File: config.mk
export PLATFORM = sky130hd
export DESIGN_NAME = conv_fill_scheduler_flat
export DESIGN_NICKNAME = d
export VERILOG_FILES = /design/src/rtl/cnn_ctrl_pkg.sv /design/src/rtl/conv_fill_scheduler_if.sv /design/src/rtl/raster_addr_gen.sv /design/src/rtl/conv_fill_scheduler.sv /design/src/flat_wrapper.sv
export SDC_FILE = /design/constraint.sdc
export NUM_CORES = 1
export LEC_CHECK = 0
export BUFFER_PORTS_ARGS = -buffer_cell sky130_fd_sc_hd__buf_2
export CORE_MARGIN = 1.5
export CORE_UTILIZATION = 60
export CTS_BUF_LIST = sky130_fd_sc_hd__clkbuf_8
export CTS_CLUSTER_DIAMETER = 80
export CTS_CLUSTER_SIZE = 24
export DETAILED_ROUTE_END_ITERATION = 10
export PLACE_DENSITY = 0.92
export SLEW_MARGIN = 10
export SYNTH_ARGS = -nofsm -noshare
export SYNTH_HDL_FRONTEND = slang
export SYNTH_HIERARCHICAL = 1
export SYNTH_SLANG_ARGS = --single-unit
File: constraint.sdc
create_clock -name clk -period 12.43 [get_ports clk]
set_input_delay 0.6215 -clock clk [delete_from_list [all_inputs] [get_ports clk]]
set_output_delay 0.6215 -clock clk [all_outputs]
set_load 0.01 [all_outputs]
File: src/rtl/cnn_ctrl_pkg.sv
// Shared definitions for the CNN array controllers: state encoding and
// default geometry of the systolic array.
package cnn_ctrl_pkg;

    localparam int ARRAY_SIZE_DEF = 9;
    localparam int DIM_WIDTH_DEF  = 16;
    localparam int ADDR_WIDTH_DEF = 14;

    typedef enum logic [2:0] {
        ST_IDLE    = 3'd0,
        ST_CHECK   = 3'd1,
        ST_ARM     = 3'd2,
        ST_FILL    = 3'd3,
        ST_LAUNCH  = 3'd4,
        ST_COMPUTE = 3'd5,
        ST_FINISH  = 3'd6
    } state_e;

endpackage

File: src/rtl/conv_fill_scheduler_if.sv
// Handshake and configuration bundle between the layer controller, the
// fill scheduler, input_data_rom and the systolic array.
interface conv_fill_scheduler_if #(
    parameter int DIM_WIDTH  = 16,
    parameter int ADDR_WIDTH = 14,
    parameter int ARRAY_SIZE = 9
);
    // layer controller side
    logic                  start;
    logic [ADDR_WIDTH-1:0] base_address;
    logic [DIM_WIDTH-1:0]  image_height;
    logic [DIM_WIDTH-1:0]  image_width;
    logic [DIM_WIDTH-1:0]  weight_size;
    logic                  busy;
    logic                  done;
    logic                  cfg_error;
    // ROM side
    logic [ADDR_WIDTH-1:0] rom_initial_address;
    logic [DIM_WIDTH-1:0]  rom_offset;
    logic [DIM_WIDTH-1:0]  rom_weight_size;
    logic [DIM_WIDTH-1:0]  rom_image_height;
    logic [DIM_WIDTH-1:0]  rom_image_width;
    logic [ARRAY_SIZE-1:0] rom_write_enable_in;
    logic                  rom_enable;
    logic                  rom_reset;
    logic                  rom_completed;
    // array side
    logic                  array_start;
    logic [ARRAY_SIZE-1:0] active_lanes;
    logic                  array_done;

    modport master (
        input  start, base_address, image_height, image_width, weight_size,
               rom_completed, array_done,
        output busy, done, cfg_error, rom_initial_address, rom_offset,
               rom_weight_size, rom_image_height, rom_image_width,
               rom_write_enable_in, rom_enable, rom_reset, array_start,
               active_lanes
    );

    modport slave (
        output start, base_address, image_height, image_width, weight_size,
               rom_completed, array_done,
        input  busy, done, cfg_error, rom_initial_address, rom_offset,
               rom_weight_size, rom_image_height, rom_image_width,
               rom_write_enable_in, rom_enable, rom_reset, array_start,
               active_lanes
    );

endinterface

File: src/rtl/raster_addr_gen.sv
// Raster walker over the output pixels: tracks row/col and the ROM address
// of the top-left input pixel of the current K x K window.
module raster_addr_gen #(
    parameter int DIM_WIDTH  = 16,
    parameter int ADDR_WIDTH = 14
) (
    input  logic                  clk,
    input  logic                  reset,
    input  logic                  init,
    input  logic                  adv,
    input  logic [ADDR_WIDTH-1:0] base,
    input  logic [DIM_WIDTH-1:0]  height,
    input  logic [DIM_WIDTH-1:0]  width,
    input  logic [DIM_WIDTH-1:0]  ksize,
    output logic [ADDR_WIDTH-1:0] addr,
    output logic                  last
);
    logic [DIM_WIDTH-1:0]  row_q, row_d, col_q, col_d, oh_q, oh_d, ow_q, ow_d;
    logic [ADDR_WIDTH-1:0] addr_q, addr_d;

    assign addr = addr_q;
    assign last = (row_q == oh_q - DIM_WIDTH'(1)) && (col_q == ow_q - DIM_WIDTH'(1));

    // Load on init, otherwise step one output pixel; the row wrap skips the
    // K-1 input columns that no window starts in. Address adds wrap.
    always_comb begin
        row_d  = row_q;
        col_d  = col_q;
        oh_d   = oh_q;
        ow_d   = ow_q;
        addr_d = addr_q;
        if (init) begin
            oh_d   = height - ksize + DIM_WIDTH'(1);
            ow_d   = width - ksize + DIM_WIDTH'(1);
            row_d  = '0;
            col_d  = '0;
            addr_d = base;
        end else if (adv) begin
            if (col_q == ow_q - DIM_WIDTH'(1)) begin
                col_d  = '0;
                row_d  = row_q + DIM_WIDTH'(1);
                addr_d = addr_q + ADDR_WIDTH'(ksize);
            end else begin
                col_d  = col_q + DIM_WIDTH'(1);
                addr_d = addr_q + ADDR_WIDTH'(1);
            end
        end
    end

    // Position registers
    always_ff @(posedge clk or negedge reset) begin
        if (!reset) begin
            row_q  <= '0;
            col_q  <= '0;
            oh_q   <= '0;
            ow_q   <= '0;
            addr_q <= '0;
        end else begin
            row_q  <= row_d;
            col_q  <= col_d;
            oh_q   <= oh_d;
            ow_q   <= ow_d;
            addr_q <= addr_d;
        end
    end

endmodule

File: src/rtl/conv_fill_scheduler.sv
// Convolution input-path sequencer: fills one ROM lane per output pixel and
// launches the systolic array on each group of up to ARRAY_SIZE lanes.
module conv_fill_scheduler
    import cnn_ctrl_pkg::*;
#(
    parameter int DIM_WIDTH  = DIM_WIDTH_DEF,
    parameter int ADDR_WIDTH = ADDR_WIDTH_DEF,
    parameter int ARRAY_SIZE = ARRAY_SIZE_DEF
) (
    input  logic                  clk,
    input  logic                  reset,
    conv_fill_scheduler_if.master bus
);
    localparam int LANE_W = (ARRAY_SIZE > 1) ? $clog2(ARRAY_SIZE) : 1;

    state_e                state_q, state_d;
    logic [LANE_W-1:0]     lane_q, lane_d;
    logic [DIM_WIDTH-1:0]  k_q, k_d, h_q, h_d, w_q, w_d;
    logic [ADDR_WIDTH-1:0] base_q, base_d;
    logic [ARRAY_SIZE-1:0] active_q, active_d, we_q, we_d;
    logic                  filled_q, filled_d;   // final output pixel already filled
    logic                  rom_en_q, rom_en_d, rom_rst_q, rom_rst_d;
    logic                  arr_start_q, arr_start_d, busy_q, busy_d;
    logic                  done_q, done_d, cfg_err_q, cfg_err_d;
    logic                  ag_init, ag_adv, ag_last, cfg_bad;
    logic [ADDR_WIDTH-1:0] ag_addr;

    assign cfg_bad = (k_q == '0) || (k_q > h_q) || (k_q > w_q);

    raster_addr_gen #(
        .DIM_WIDTH (DIM_WIDTH),
        .ADDR_WIDTH(ADDR_WIDTH)
    ) u_addr (
        .clk   (clk),
        .reset (reset),
        .init  (ag_init),
        .adv   (ag_adv),
        .base  (base_q),
        .height(h_q),
        .width (w_q),
        .ksize (k_q),
        .addr  (ag_addr),
        .last  (ag_last)
    );

    assign bus.rom_initial_address = ag_addr;
    assign bus.rom_offset          = w_q;
    assign bus.rom_weight_size     = k_q;
    assign bus.rom_image_height    = h_q;
    assign bus.rom_image_width     = w_q;
    assign bus.rom_write_enable_in = we_q;
    assign bus.rom_enable          = rom_en_q;
    assign bus.rom_reset           = rom_rst_q;
    assign bus.array_start         = arr_start_q;
    assign bus.active_lanes        = active_q;
    assign bus.busy                = busy_q;
    assign bus.done                = done_q;
    assign bus.cfg_error           = cfg_err_q;

    // Next-state logic; outputs are decoded from the next state so they
    // leave the flops aligned with the state they belong to.
    always_comb begin
        state_d  = state_q;
        lane_d   = lane_q;
        k_d      = k_q;
        h_d      = h_q;
        w_d      = w_q;
        base_d   = base_q;
        active_d = active_q;
        filled_d = filled_q;
        cfg_err_d = cfg_err_q;
        ag_init  = 1'b0;
        ag_adv   = 1'b0;
        case (state_q)
            ST_IDLE: if (bus.start) begin
                k_d       = bus.weight_size;
                h_d       = bus.image_height;
                w_d       = bus.image_width;
                base_d    = bus.base_address;
                cfg_err_d = 1'b0;
                state_d   = ST_CHECK;
            end
            ST_CHECK: if (cfg_bad) begin
                cfg_err_d = 1'b1;
                state_d   = ST_FINISH;
            end else begin
                ag_init  = 1'b1;
                lane_d   = '0;
                active_d = '0;
                filled_d = 1'b0;
                state_d  = ST_ARM;
            end
            ST_ARM: state_d = ST_FILL;
            ST_FILL: if (bus.rom_completed) begin
                active_d[lane_q] = 1'b1;
                ag_adv           = 1'b1;
                if (ag_last) filled_d = 1'b1;
                if (ag_last || lane_q == LANE_W'(ARRAY_SIZE - 1)) begin
                    state_d = ST_LAUNCH;
                end else begin
                    lane_d  = lane_q + LANE_W'(1);
                    state_d = ST_ARM;
                end
            end
            ST_LAUNCH: state_d = ST_COMPUTE;
            ST_COMPUTE: if (bus.array_done) begin
                if (filled_q) begin
                    state_d = ST_FINISH;
                end else begin
                    lane_d   = '0;
                    active_d = '0;
                    state_d  = ST_ARM;
                end
            end
            ST_FINISH: state_d = ST_IDLE;
            default:   state_d = ST_IDLE;
        endcase
        we_d        = (state_d == ST_ARM || state_d == ST_FILL) ?
                      (ARRAY_SIZE'(1) << lane_d) : '0;
        rom_en_d    = (state_d == ST_FILL);
        rom_rst_d   = (state_d == ST_FILL);
        arr_start_d = (state_d == ST_LAUNCH);
        busy_d      = (state_d != ST_IDLE);
        done_d      = (state_d == ST_FINISH);
    end

    // FSM state, latched configuration and registered outputs
    always_ff @(posedge clk or negedge reset) begin
        if (!reset) begin
            state_q     <= ST_IDLE;
            lane_q      <= '0;
            k_q         <= '0;
            h_q         <= '0;
            w_q         <= '0;
            base_q      <= '0;
            active_q    <= '0;
            we_q        <= '0;
            filled_q    <= 1'b0;
            rom_en_q    <= 1'b0;
            rom_rst_q   <= 1'b0;
            arr_start_q <= 1'b0;
            busy_q      <= 1'b0;
            done_q      <= 1'b0;
            cfg_err_q   <= 1'b0;
        end else begin
            state_q     <= state_d;
            lane_q      <= lane_d;
            k_q         <= k_d;
            h_q         <= h_d;
            w_q         <= w_d;
            base_q      <= base_d;
            active_q    <= active_d;
            we_q        <= we_d;
            filled_q    <= filled_d;
            rom_en_q    <= rom_en_d;
            rom_rst_q   <= rom_rst_d;
            arr_start_q <= arr_start_d;
            busy_q      <= busy_d;
            done_q      <= done_d;
            cfg_err_q   <= cfg_err_d;
        end
    end

endmodule

File: src/flat_wrapper.sv
// flat-port wrapper written by rule: the top's interface ports become plain ports
module conv_fill_scheduler_flat import cnn_ctrl_pkg::*;
#(
    parameter int DIM_WIDTH  = DIM_WIDTH_DEF,
    parameter int ADDR_WIDTH = ADDR_WIDTH_DEF,
    parameter int ARRAY_SIZE = ARRAY_SIZE_DEF
)
  (clk, reset, bus_start, bus_base_address, bus_image_height, bus_image_width, bus_weight_size, bus_rom_completed, bus_array_done, bus_busy, bus_done, bus_cfg_error, bus_rom_initial_address, bus_rom_offset, bus_rom_weight_size, bus_rom_image_height, bus_rom_image_width, bus_rom_write_enable_in, bus_rom_enable, bus_rom_reset, bus_array_start, bus_active_lanes);
  conv_fill_scheduler_if #(.DIM_WIDTH(DIM_WIDTH), .ADDR_WIDTH(ADDR_WIDTH), .ARRAY_SIZE(ARRAY_SIZE)) bus_i ();
  input  logic clk;
  input  logic reset;
  input wire logic [$bits(bus_i.start)-1:0] bus_start;
  input wire logic [$bits(bus_i.base_address)-1:0] bus_base_address;
  input wire logic [$bits(bus_i.image_height)-1:0] bus_image_height;
  input wire logic [$bits(bus_i.image_width)-1:0] bus_image_width;
  input wire logic [$bits(bus_i.weight_size)-1:0] bus_weight_size;
  input wire logic [$bits(bus_i.rom_completed)-1:0] bus_rom_completed;
  input wire logic [$bits(bus_i.array_done)-1:0] bus_array_done;
  output wire logic [$bits(bus_i.busy)-1:0] bus_busy;
  output wire logic [$bits(bus_i.done)-1:0] bus_done;
  output wire logic [$bits(bus_i.cfg_error)-1:0] bus_cfg_error;
  output wire logic [$bits(bus_i.rom_initial_address)-1:0] bus_rom_initial_address;
  output wire logic [$bits(bus_i.rom_offset)-1:0] bus_rom_offset;
  output wire logic [$bits(bus_i.rom_weight_size)-1:0] bus_rom_weight_size;
  output wire logic [$bits(bus_i.rom_image_height)-1:0] bus_rom_image_height;
  output wire logic [$bits(bus_i.rom_image_width)-1:0] bus_rom_image_width;
  output wire logic [$bits(bus_i.rom_write_enable_in)-1:0] bus_rom_write_enable_in;
  output wire logic [$bits(bus_i.rom_enable)-1:0] bus_rom_enable;
  output wire logic [$bits(bus_i.rom_reset)-1:0] bus_rom_reset;
  output wire logic [$bits(bus_i.array_start)-1:0] bus_array_start;
  output wire logic [$bits(bus_i.active_lanes)-1:0] bus_active_lanes;
  assign bus_i.start = bus_start;
  assign bus_i.base_address = bus_base_address;
  assign bus_i.image_height = bus_image_height;
  assign bus_i.image_width = bus_image_width;
  assign bus_i.weight_size = bus_weight_size;
  assign bus_i.rom_completed = bus_rom_completed;
  assign bus_i.array_done = bus_array_done;
  assign bus_busy = bus_i.busy;
  assign bus_done = bus_i.done;
  assign bus_cfg_error = bus_i.cfg_error;
  assign bus_rom_initial_address = bus_i.rom_initial_address;
  assign bus_rom_offset = bus_i.rom_offset;
  assign bus_rom_weight_size = bus_i.rom_weight_size;
  assign bus_rom_image_height = bus_i.rom_image_height;
  assign bus_rom_image_width = bus_i.rom_image_width;
  assign bus_rom_write_enable_in = bus_i.rom_write_enable_in;
  assign bus_rom_enable = bus_i.rom_enable;
  assign bus_rom_reset = bus_i.rom_reset;
  assign bus_array_start = bus_i.array_start;
  assign bus_active_lanes = bus_i.active_lanes;
  conv_fill_scheduler #(.DIM_WIDTH(DIM_WIDTH), .ADDR_WIDTH(ADDR_WIDTH), .ARRAY_SIZE(ARRAY_SIZE)) u_core (.clk(clk), .reset(reset), .bus(bus_i));
endmodule
* Yosys cells after proc, flatten, opt, wreduce, memory -nomap -nowiden
Cells that the tools add are included.
W data, S select, Z words.
** Cells by class
- Mux-type cells :: 41
- Reduce and logical (&&, ||, !) cells :: 19
- Shift operators :: 1
- Add/subtract/negate cells :: 11
- Order comparisons :: 4
- Eq/ne operators :: 19
- Bitwise operators :: 1
** Operators by type and width (count)
- $mux W16 :: 6
- $add A16 B1 Y16 const B :: 4
- $mux W9 :: 5
- $mux W14 :: 3
- $eq A16 B16 Y1 :: 2
- $gt A16 B16 Y1 :: 2
- $sub A16 B1 Y16 const B :: 2
- $sub A16 B16 Y16 :: 2
- $pmux W9 S3 :: 1
- $mux W4 :: 5
- $mux W3 :: 6
- $pmux W3 S6 :: 1
- $logic_not A16 Y1 :: 1
- $add A14 B1 Y14 const B :: 1
- $add A14 B14 Y14 :: 1
- $eq A3 B2 Y1 const B :: 4
- $eq A3 B3 Y1 const B :: 4
- $pmux W4 S3 :: 1
- $mux W1 :: 10
- $ne A2 B2 Y1 const B :: 5
- $or A9 B9 Y9 :: 1
- $shl A1 B4 Y9 const A :: 1
- $reduce_bool A2 Y1 :: 4
- $reduce_bool A3 Y1 :: 2
- other kinds (15) :: 22
** Word-level totals
- Output and inout bits :: 102
- Logic and storage cells :: 115
- Register bits :: 171
- Input port bits :: 67

* Logic depth before layout (Yosys ltp)
Gate-level depths: netlist of the first run.
- Depth in word-level cells :: 10
- Depth in mapped cells :: 21
- Gate-level depth less buffers :: 20

* Cells and area by module
The synthesis of the first run kept the hierarchy.
** By module, submodules not included
- raster_addr_gen :: instances 1, area each 6677.7 um^2, cells an instance 757, sequential area each 1951.9 um^2
- conv_fill_scheduler :: instances 1, area each 4738.3 um^2, cells an instance 448, sequential area each 2327.2 um^2

* Worst setup path after synthesis of the first run
No wires, ideal clock.
- Path kind :: reg-to-reg
- Start point :: register u_core.u_addr.ow_q[2]
- End point :: register u_core.u_addr.addr_q[13] (netlist: u_core/u_addr/addr[13])
- Buffers on the path :: 1
- Arrival :: 4456 ps
- Library setup time :: 82 ps
- Required time :: 12348 ps
- Period minus slack after synthesis :: 4538 ps
- Setup slack :: 7892 ps
- Stages on the path, launching flop included :: 17
- Path through :: dfrtp_1 or4_4 or2_4 a311o_1 a21oi_2 nor2_1 nand4_1 clkbuf_1 nor2_1 ha_1 a2111oi_0 o21ai_0 a221oi_1 a211oi_1 and3_1 or4_1 a31oi_1
** Between the ends
- Word-level cells in the longest chain between the ends :: 5
** RTL lines
- start: declaration :: RTL line raster_addr_gen.sv:18 : logic [DIM_WIDTH-1:0] row_q, row_d, col_q, col_d, oh_q, oh_d, ow_q, ow_d;
- start signal: assignment :: RTL line raster_addr_gen.sv:62 : ow_q <= ow_d;
- $sub A16 B1 Y16 :: RTL line raster_addr_gen.sv:39 : if (col_q == ow_q - DIM_WIDTH'(1)) begin
- $eq A16 B16 Y1 :: RTL line raster_addr_gen.sv:39
- $mux W14 :: RTL line raster_addr_gen.sv:39
- $mux W14 :: RTL line raster_addr_gen.sv:38 : end else if (adv) begin
- $mux W14 :: RTL line raster_addr_gen.sv:32 : if (init) begin
- end signal: assignment :: RTL line raster_addr_gen.sv:63 : addr_q <= addr_d;
- end: declaration :: RTL line raster_addr_gen.sv:19 : logic [ADDR_WIDTH-1:0] addr_q, addr_d;
Every way passes these cells. The select of a mux whose other input is x is not followed.
A chain may end at the register's enable or synchronous reset.

* Worst setup path after layout of the first run
Ends and elaborated chain as after synthesis.

==> impl_metrics.tcl, run 1 <==
set metrics [dict create \
    crit_start "u_core/u_addr/ow_q[2]$_DFFE_PN0P_" \
    yosysSeqAreaShare 0.375 \
    final_cells 1589 \
    grt_util_met2 0.511 \
    n_antenna_cell 0 \
    min_path_type "primary input to asynchronous set/reset pin" \
    power.density_nw_per_um2 293 \
    gp_congestion 0.947 \
    clock_path_buffers 2 \
    ir_drop_v 0.000142 \
    grt_first_pass_wirelength_mm 50.4 \
    power_mw 3.74 \
    numCtsBuffers 17 \
    rsz0062_at_grt "false" \
    vias 10100 \
    fp.dieW_um 141 \
    maxCapViolations 0 \
    clk_latency_ps 480 \
    synth_cell_type_count 84 \
    top_usage_layer "met2" \
    crit_type "register to register" \
    grt_overflow 0 \
    area.growth.synth_to_final_pct 11.6 \
    r2r_slack_ps 6920 \
    cts_tree "done" \
    post_cts_resized 0 \
    final_common_cell "dfrtp_1" \
    place_area_um2 12300 \
    h-tree-depth 4 \
    clock_sinks 171 \
    dp.cells 1557 \
    final-setup-viol-count 0 \
    fmax_mhz 181 \
    io_pins 169 \
    mostFrequentLayoutCells "171 x dfrtp_1, 167 x buf_2, 112 x nand2_1, 111 x ha_1, 86 x inv_1" \
    portBuffers 168 \
    postCtsSetupBuffers 0 \
    grt_pass1_vias 9906 \
    p_leak_nw 6.18 \
    ys_warn_count 6 \
    fin_worst_skew_ps 20.5 \
    synth_edf_count 0 \
    die-area_um2 19900 \
    r2r_start "u_core/u_addr/ow_q[2]$_DFFE_PN0P_" \
    synth_flop_cell "dfrtp_1" \
    routedWlPerCell_um 19.8 \
    hpwl_mm 22.7 \
    yosys_register_bits 171 \
    firstDrtPassIters 7 \
    syn_avg_cell_area_um2 9.47 \
    initial_utilization 0.610 \
    slew_viol_final 0 \
    grtUsageMet3 0.0618 \
    grt_use_total 0.324 \
    cts.hold.buffers_added 0 \
    finalCriticalPeriod_ps 5510 \
    required_ps 12830 \
    slew-limit-headroom 0.331 \
    worstMarginPinSlew_ps 1000 \
    arrival_ps 5910 \
    fillCellCount 1398 \
    cp_max_fo 12 \
    viasPerCell 6.34 \
    outcome "completed" \
    die_h_um 141 \
    min_period_over_period 0.443 \
    fin_setup_tns_ps 0 \
    cts-root-buf "clkbuf_8" \
    core_area_um2 18700 \
    crit_path_start_kind "register" \
    cp-end-kind "register" \
    syn-cell-area_um2 11400 \
    grt_max_degree 106 \
    netlist_instances 1205 \
    rows 50 \
    postLayoutCellArea_um2 12700 \
    synthArstFlopShare 1.00 \
    nets 1523 \
    finalHoldViolCount 0 \
    wl_mm 31.5 \
    reg2regPathDepth 15 \
    drc_errors 0 \
    antenna_found_initial 0 \
    ant_nets 0 \
    worstReg2RegEnd "u_core/u_addr/addr[13]$_DFFE_PN0P_" \
    met1_usage 0.430 \
    syn-num-nets 1386 \
    drive_above_1_share 0.211 \
    drtIter0Drc 1094 \
    clk_pin_slew_ps 100 \
]
worst max-delay path by stage:
stage | endpoint | slack (ps) | depth (start not counted)
CTS | u_core/u_addr/addr[13]$_DFFE_PN0P_ | 7060 | 15
floorplan | u_core/u_addr/addr[13]$_DFFE_PN0P_ | 7890 | 16
global route | u_core/u_addr/addr[13]$_DFFE_PN0P_ | 6310 | 15
detailed placement | u_core/u_addr/addr[13]$_DFFE_PN0P_ | 7120 | 15
finish | u_core/u_addr/addr[13]$_DFFE_PN0P_ | 6920 | 15
global placement | u_core/u_addr/addr[13]$_DFFE_PN0P_ | 7330 | 15
where the power goes:
group	switching, mW	internal, mW
Combinational	1.28	0.979
Clock	0.252	0.157
Sequential	0.297	0.768
Total	1.83	1.90
registers in the layout (all words and copies together) (netlist names):
name / count
u_core/bus.rom_image_height: 16
u_core/bus.rom_image_width: 16
u_core/bus.rom_weight_size: 16
u_core/u_addr/col_q: 16
u_core/u_addr/oh_q: 16
u_core/u_addr/ow_q: 16
u_core/u_addr/row_q: 16
u_core/base_q: 14
u_core/u_addr/addr: 14
u_core/bus.active_lanes: 9
u_core/bus.rom_write_enable_in: 9
u_core/lane_q: 4
u_core/state_q: 3
u_core/bus.array_start: 1
u_core/bus.busy: 1
u_core/bus.cfg_error: 1
u_core/bus.done: 1
u_core/bus.rom_reset: 1
u_core/filled_q: 1
per-stage QoR:
stage	setup slack (ps)	utilization	hold slack, ps
CTS	7060	0.681	295
global route	6310	0.681	334
floorplan	7890	-	326
detailed placement	7120	0.659	464
global placement	7330	0.659	464
finish	6920	0.681	259
Yosys cell counts, types with 6 or more instances:
cell type / instances / area [um2]
nor4_1: 10 / 62.6
nand2b_1: 10 / 62.6
dfrtp_1: 171 / 4280
o21a_1: 16 / 120
nand3_1: 19 / 95.1
inv_1: 86 / 323
o21ai_0: 78 / 390
clkbuf_1: 30 / 113
buf_4: 17 / 128
or3_1: 9 / 56.3
o2111a_1: 8 / 90.1
nor2b_1: 9 / 56.3
nand4_1: 16 / 100
mux2i_1: 9 / 90.1
nand3b_1: 6 / 45.0
and3_1: 14 / 87.6
o21bai_1: 8 / 60.1
xnor2_1: 55 / 482
or2_2: 6 / 37.5
xor2_1: 32 / 280
a21o_1: 17 / 128
a21oi_1: 57 / 285
nor3_1: 23 / 115
or4_1: 11 / 82.6
o22a_1: 8 / 70.1
ha_1: 111 / 1390
a31oi_1: 6 / 37.5
o211ai_1: 12 / 90.1
mux2_2: 56 / 631
nand2_1: 112 / 420
and4_1: 7 / 61.3
nor2_1: 80 / 300
cell type report:
type,instances,area [um2],share of cell area
clock buffers,17,234,0.0184
repair buffers,173,885,0.0694
inverters,87,327,0.0256
multi-input cells,892,6540,0.513
clock inverters,15,186,0.0146
well taps,234,293,0.0230
flip-flops and latches,171,4280,0.336
kinds of logic (layout without fill, tap and decap cells):
kind of cell	count (synthesis)	after routing	synth area share
and+or+nand+nor	361	361	0.161
xor gates and xnor gates	87	87	0.0667
DFF	171	171	0.375
adders and majority gates	114	114	0.127
AOI/OAI and AO/OA	265	265	0.155
muxes	65	65	0.0631
buffers and inverters	142	292	0.0532
metal layers:
layer | share of wire | up-vias
met5 | 0 | -
met4 | 0.046 | 0
met3 | 0.085 | 119
met2 | 0.45 | 545
met1 | 0.42 | 4840
li1 | - | 4572
critical path, cell delays in order, from the launching register on:
cell and delay [ps]:
dfrtp_1 480, nor4_2 600, nand4b_1 290, mux2_2 300, mux2i_1 70, o32ai_1 310
nand4_1 610, nor2_1 290, ha_1 310, a2111oi_0 560, o21ai_0 240, a221oi_1 370
a211oi_1 140, and3_1 210, or4_1 470, a31oi_1 190
(Power assumes the default switching activity.)
==> inputs of run 2 (changes only) <==
==> constraint.sdc (replaced) <==
create_clock -name clk -period 5.7 [get_ports clk]
set_input_delay 0.285 -clock clk [delete_from_list [all_inputs] [get_ports clk]]
set_output_delay 0.285 -clock clk [all_outputs]
set_load 0.01 [all_outputs]
==> impl_metrics.tcl, run 2 (synthesis gave the netlist of run 1 again) <==
set metrics [dict create \
    postCtsSetupBuffers 0 \
    crit_end "u_core/u_addr/addr[12]$_DFFE_PN0P_" \
    dp_slack_ps 726 \
    routedWlPerCell_um 19.5 \
    initial_utilization 0.610 \
    gp_congestion 0.964 \
    fmax_mhz 193 \
    p_sw_frac 0.490 \
    portBuffers 168 \
    clk_latency_ps 490 \
    cts-root-buf "clkbuf_8" \
    rows 50 \
    critical-path-slowest-cell "and4_1" \
    hpwl_mm 22.7 \
    cts_tree "done" \
    cp_cell_sequence "nor3_1 > nand4b_1 > mux2_2 > mux2i_1 > o32ai_1 > and4_1 > nand2_1 > ha_1 > fa_1 > a21o_1 > a21oi_1 > o21ai_0 > a221oi_1 > o21bai_1 > a21oi_1 > xnor2_1 > mux2i_1 > o21ai_0" \
    fin_worst_skew_ps 22.1 \
    outcome "completed" \
    critPathMaxStageDelay_ps 580 \
    hold_start "bus_image_width[2]" \
    nets 1540 \
    die_h_um 141 \
    clock_path_buffers 2 \
    die-area_um2 19900 \
    antenna_found_initial 1 \
    mostFrequentLayoutCells "171 x dfrtp_1, 167 x buf_2, 112 x nand2_1, 111 x ha_1, 86 x inv_1" \
    grt_first_pass_wirelength_mm 50.5 \
    grt_use_total 0.322 \
    firstDrtPassIters 6 \
    r2r_slack_ps 510 \
    ant_nets 0 \
    slew-limit-headroom 0.329 \
    io_pins 169 \
    fin_setup_tns_ps 0 \
    reg2regPathDepth 18 \
    area.growth.synth_to_final_pct 12.9 \
    rsz0062_at_grt "false" \
    worstReg2RegEnd "u_core/u_addr/addr[12]$_DFFE_PN0P_" \
    drtIter0Drc 1053 \
    wl_mm 31.4 \
    crit_path_start_kind "register" \
    cp_max_fo 10 \
    slew_viol_final 0 \
    h-tree-depth 4 \
    switchingPower_mw 3.98 \
    grt_pass1_vias 9755 \
    clk_pin_slew_ps 110 \
    p_int_mw 4.15 \
    viasPerCell 6.28 \
    core_area_um2 18700 \
    fillCellCount 1320 \
    crit_start "u_core/u_addr/ow_q[7]$_DFFE_PN0P_" \
    worstMarginPinSlew_ps 1010 \
    fp.dieW_um 141 \
    min_period_over_period 0.911 \
    clock_sinks 171 \
    crit_type "register to register" \
    comb_power_share 0.606 \
    final_common_cell "dfrtp_1" \
    numCtsBuffers 17 \
    power_frac_clock 0.108 \
    vias 10100 \
    power.density_nw_per_um2 631 \
    drc_errors 0 \
    drive_above_1_share 0.211 \
    min_path_type "primary input to register" \
    power_mw 8.13 \
    required_ps 6100 \
    grt_max_degree 95 \
    fin_ws_ps 506 \
    maxCapViolations 0 \
    pwr-share-seq 0.286 \
    cp-end-kind "register" \
    arrival_ps 5600 \
    final-setup-viol-count 0 \
    r2r_start "u_core/u_addr/ow_q[7]$_DFFE_PN0P_" \
    grt_overflow 0 \
    p_leak_nw 6.24 \
    finalCriticalPeriod_ps 5190 \
    ir_drop_v 0.000322 \
    finalHoldViolCount 0 \
]
run 2: area by class of cell:
| type | count | area [um2] | area share |
|---|---|---|---|
| clock buffer | 17 | 234 | 0.0182 |
| clock inverter | 15 | 169 | 0.0131 |
| tap | 234 | 293 | 0.0227 |
| inverter | 87 | 327 | 0.0253 |
| sequential | 171 | 4280 | 0.332 |
| multi-input combinational | 892 | 6540 | 0.507 |
| antenna | 1 | 2.50 | 0.000194 |
| timing repair buffer | 190 | 1050 | 0.0813 |
run 2: worst min path at each step:
stage,end,slack [ps],depth (start not counted)
floorplan,u_core/base_q[0]$_DFFE_PN0P_,-10,0
global placement,u_core/u_addr/ow_q[2]$_DFFE_PN0P_,370,1
detailed placement,u_core/bus.rom_image_width[0]$_DFFE_PN0P_,370,1
CTS,u_core/bus.rom_image_width[3]$_DFFE_PN0P_,1,3
global route,u_core/base_q[7]$_DFFE_PN0P_,10,2
finish,u_core/bus.rom_image_width[2]$_DFFE_PN0P_,20,3
run 2: metal layers:
metal | vias to the layer above | track usage | wire [um]
met3 | 94 | 0.0496 | 2490
li1 | 4612 | - | -
met4 | 2 | 0.144 | 1230
met5 | - | 0 | 18
met2 | 544 | 0.508 | 14400
met1 | 4838 | 0.442 | 13200
run 2: repair_timing:
action | in CTS | in global routing
gates resized for setup | 0 | 0
hold buffers | 14 | 0
endpoints found under the hold margin | 88 | 0
run 2: power by group through the flow:
stage	logic [mW]	clock network (mW)	registers, mW
5_1_grt	5.40	0.935	2.38
4_1_cts	4.81	0.887	2.30
3_3_place_gp	4.51	0	2.30
2_1_floorplan	3.49	0	2.20
3_5_place_dp	4.73	0	2.32
6_report	4.93	0.875	2.33
run 2: stage by stage:
step           cell area [um2]  hold WS, ps  utilization  std cells
5_1_grt                  12900         12.3        0.689       1606
4_1_cts                  12900         1.11        0.689       1606
3_3_place_gp             12300          371        0.660       1560
2_1_floorplan            11400        -10.6            -       1205
6_report                 12900         15.9        0.689       1607
3_5_place_dp             12300          367        0.660       1560
run 2: worst max-delay path: cells and delay by family, from the launching register on:
| kind | cells | cell delay [ps] |
|---|---|---|
| compound gates | 8 | 1850 |
| xor+xnor | 1 | 150 |
| fa+ha+maj | 2 | 640 |
| flops | 1 | 490 |
| mux | 3 | 460 |
| simple gates | 4 | 1520 |
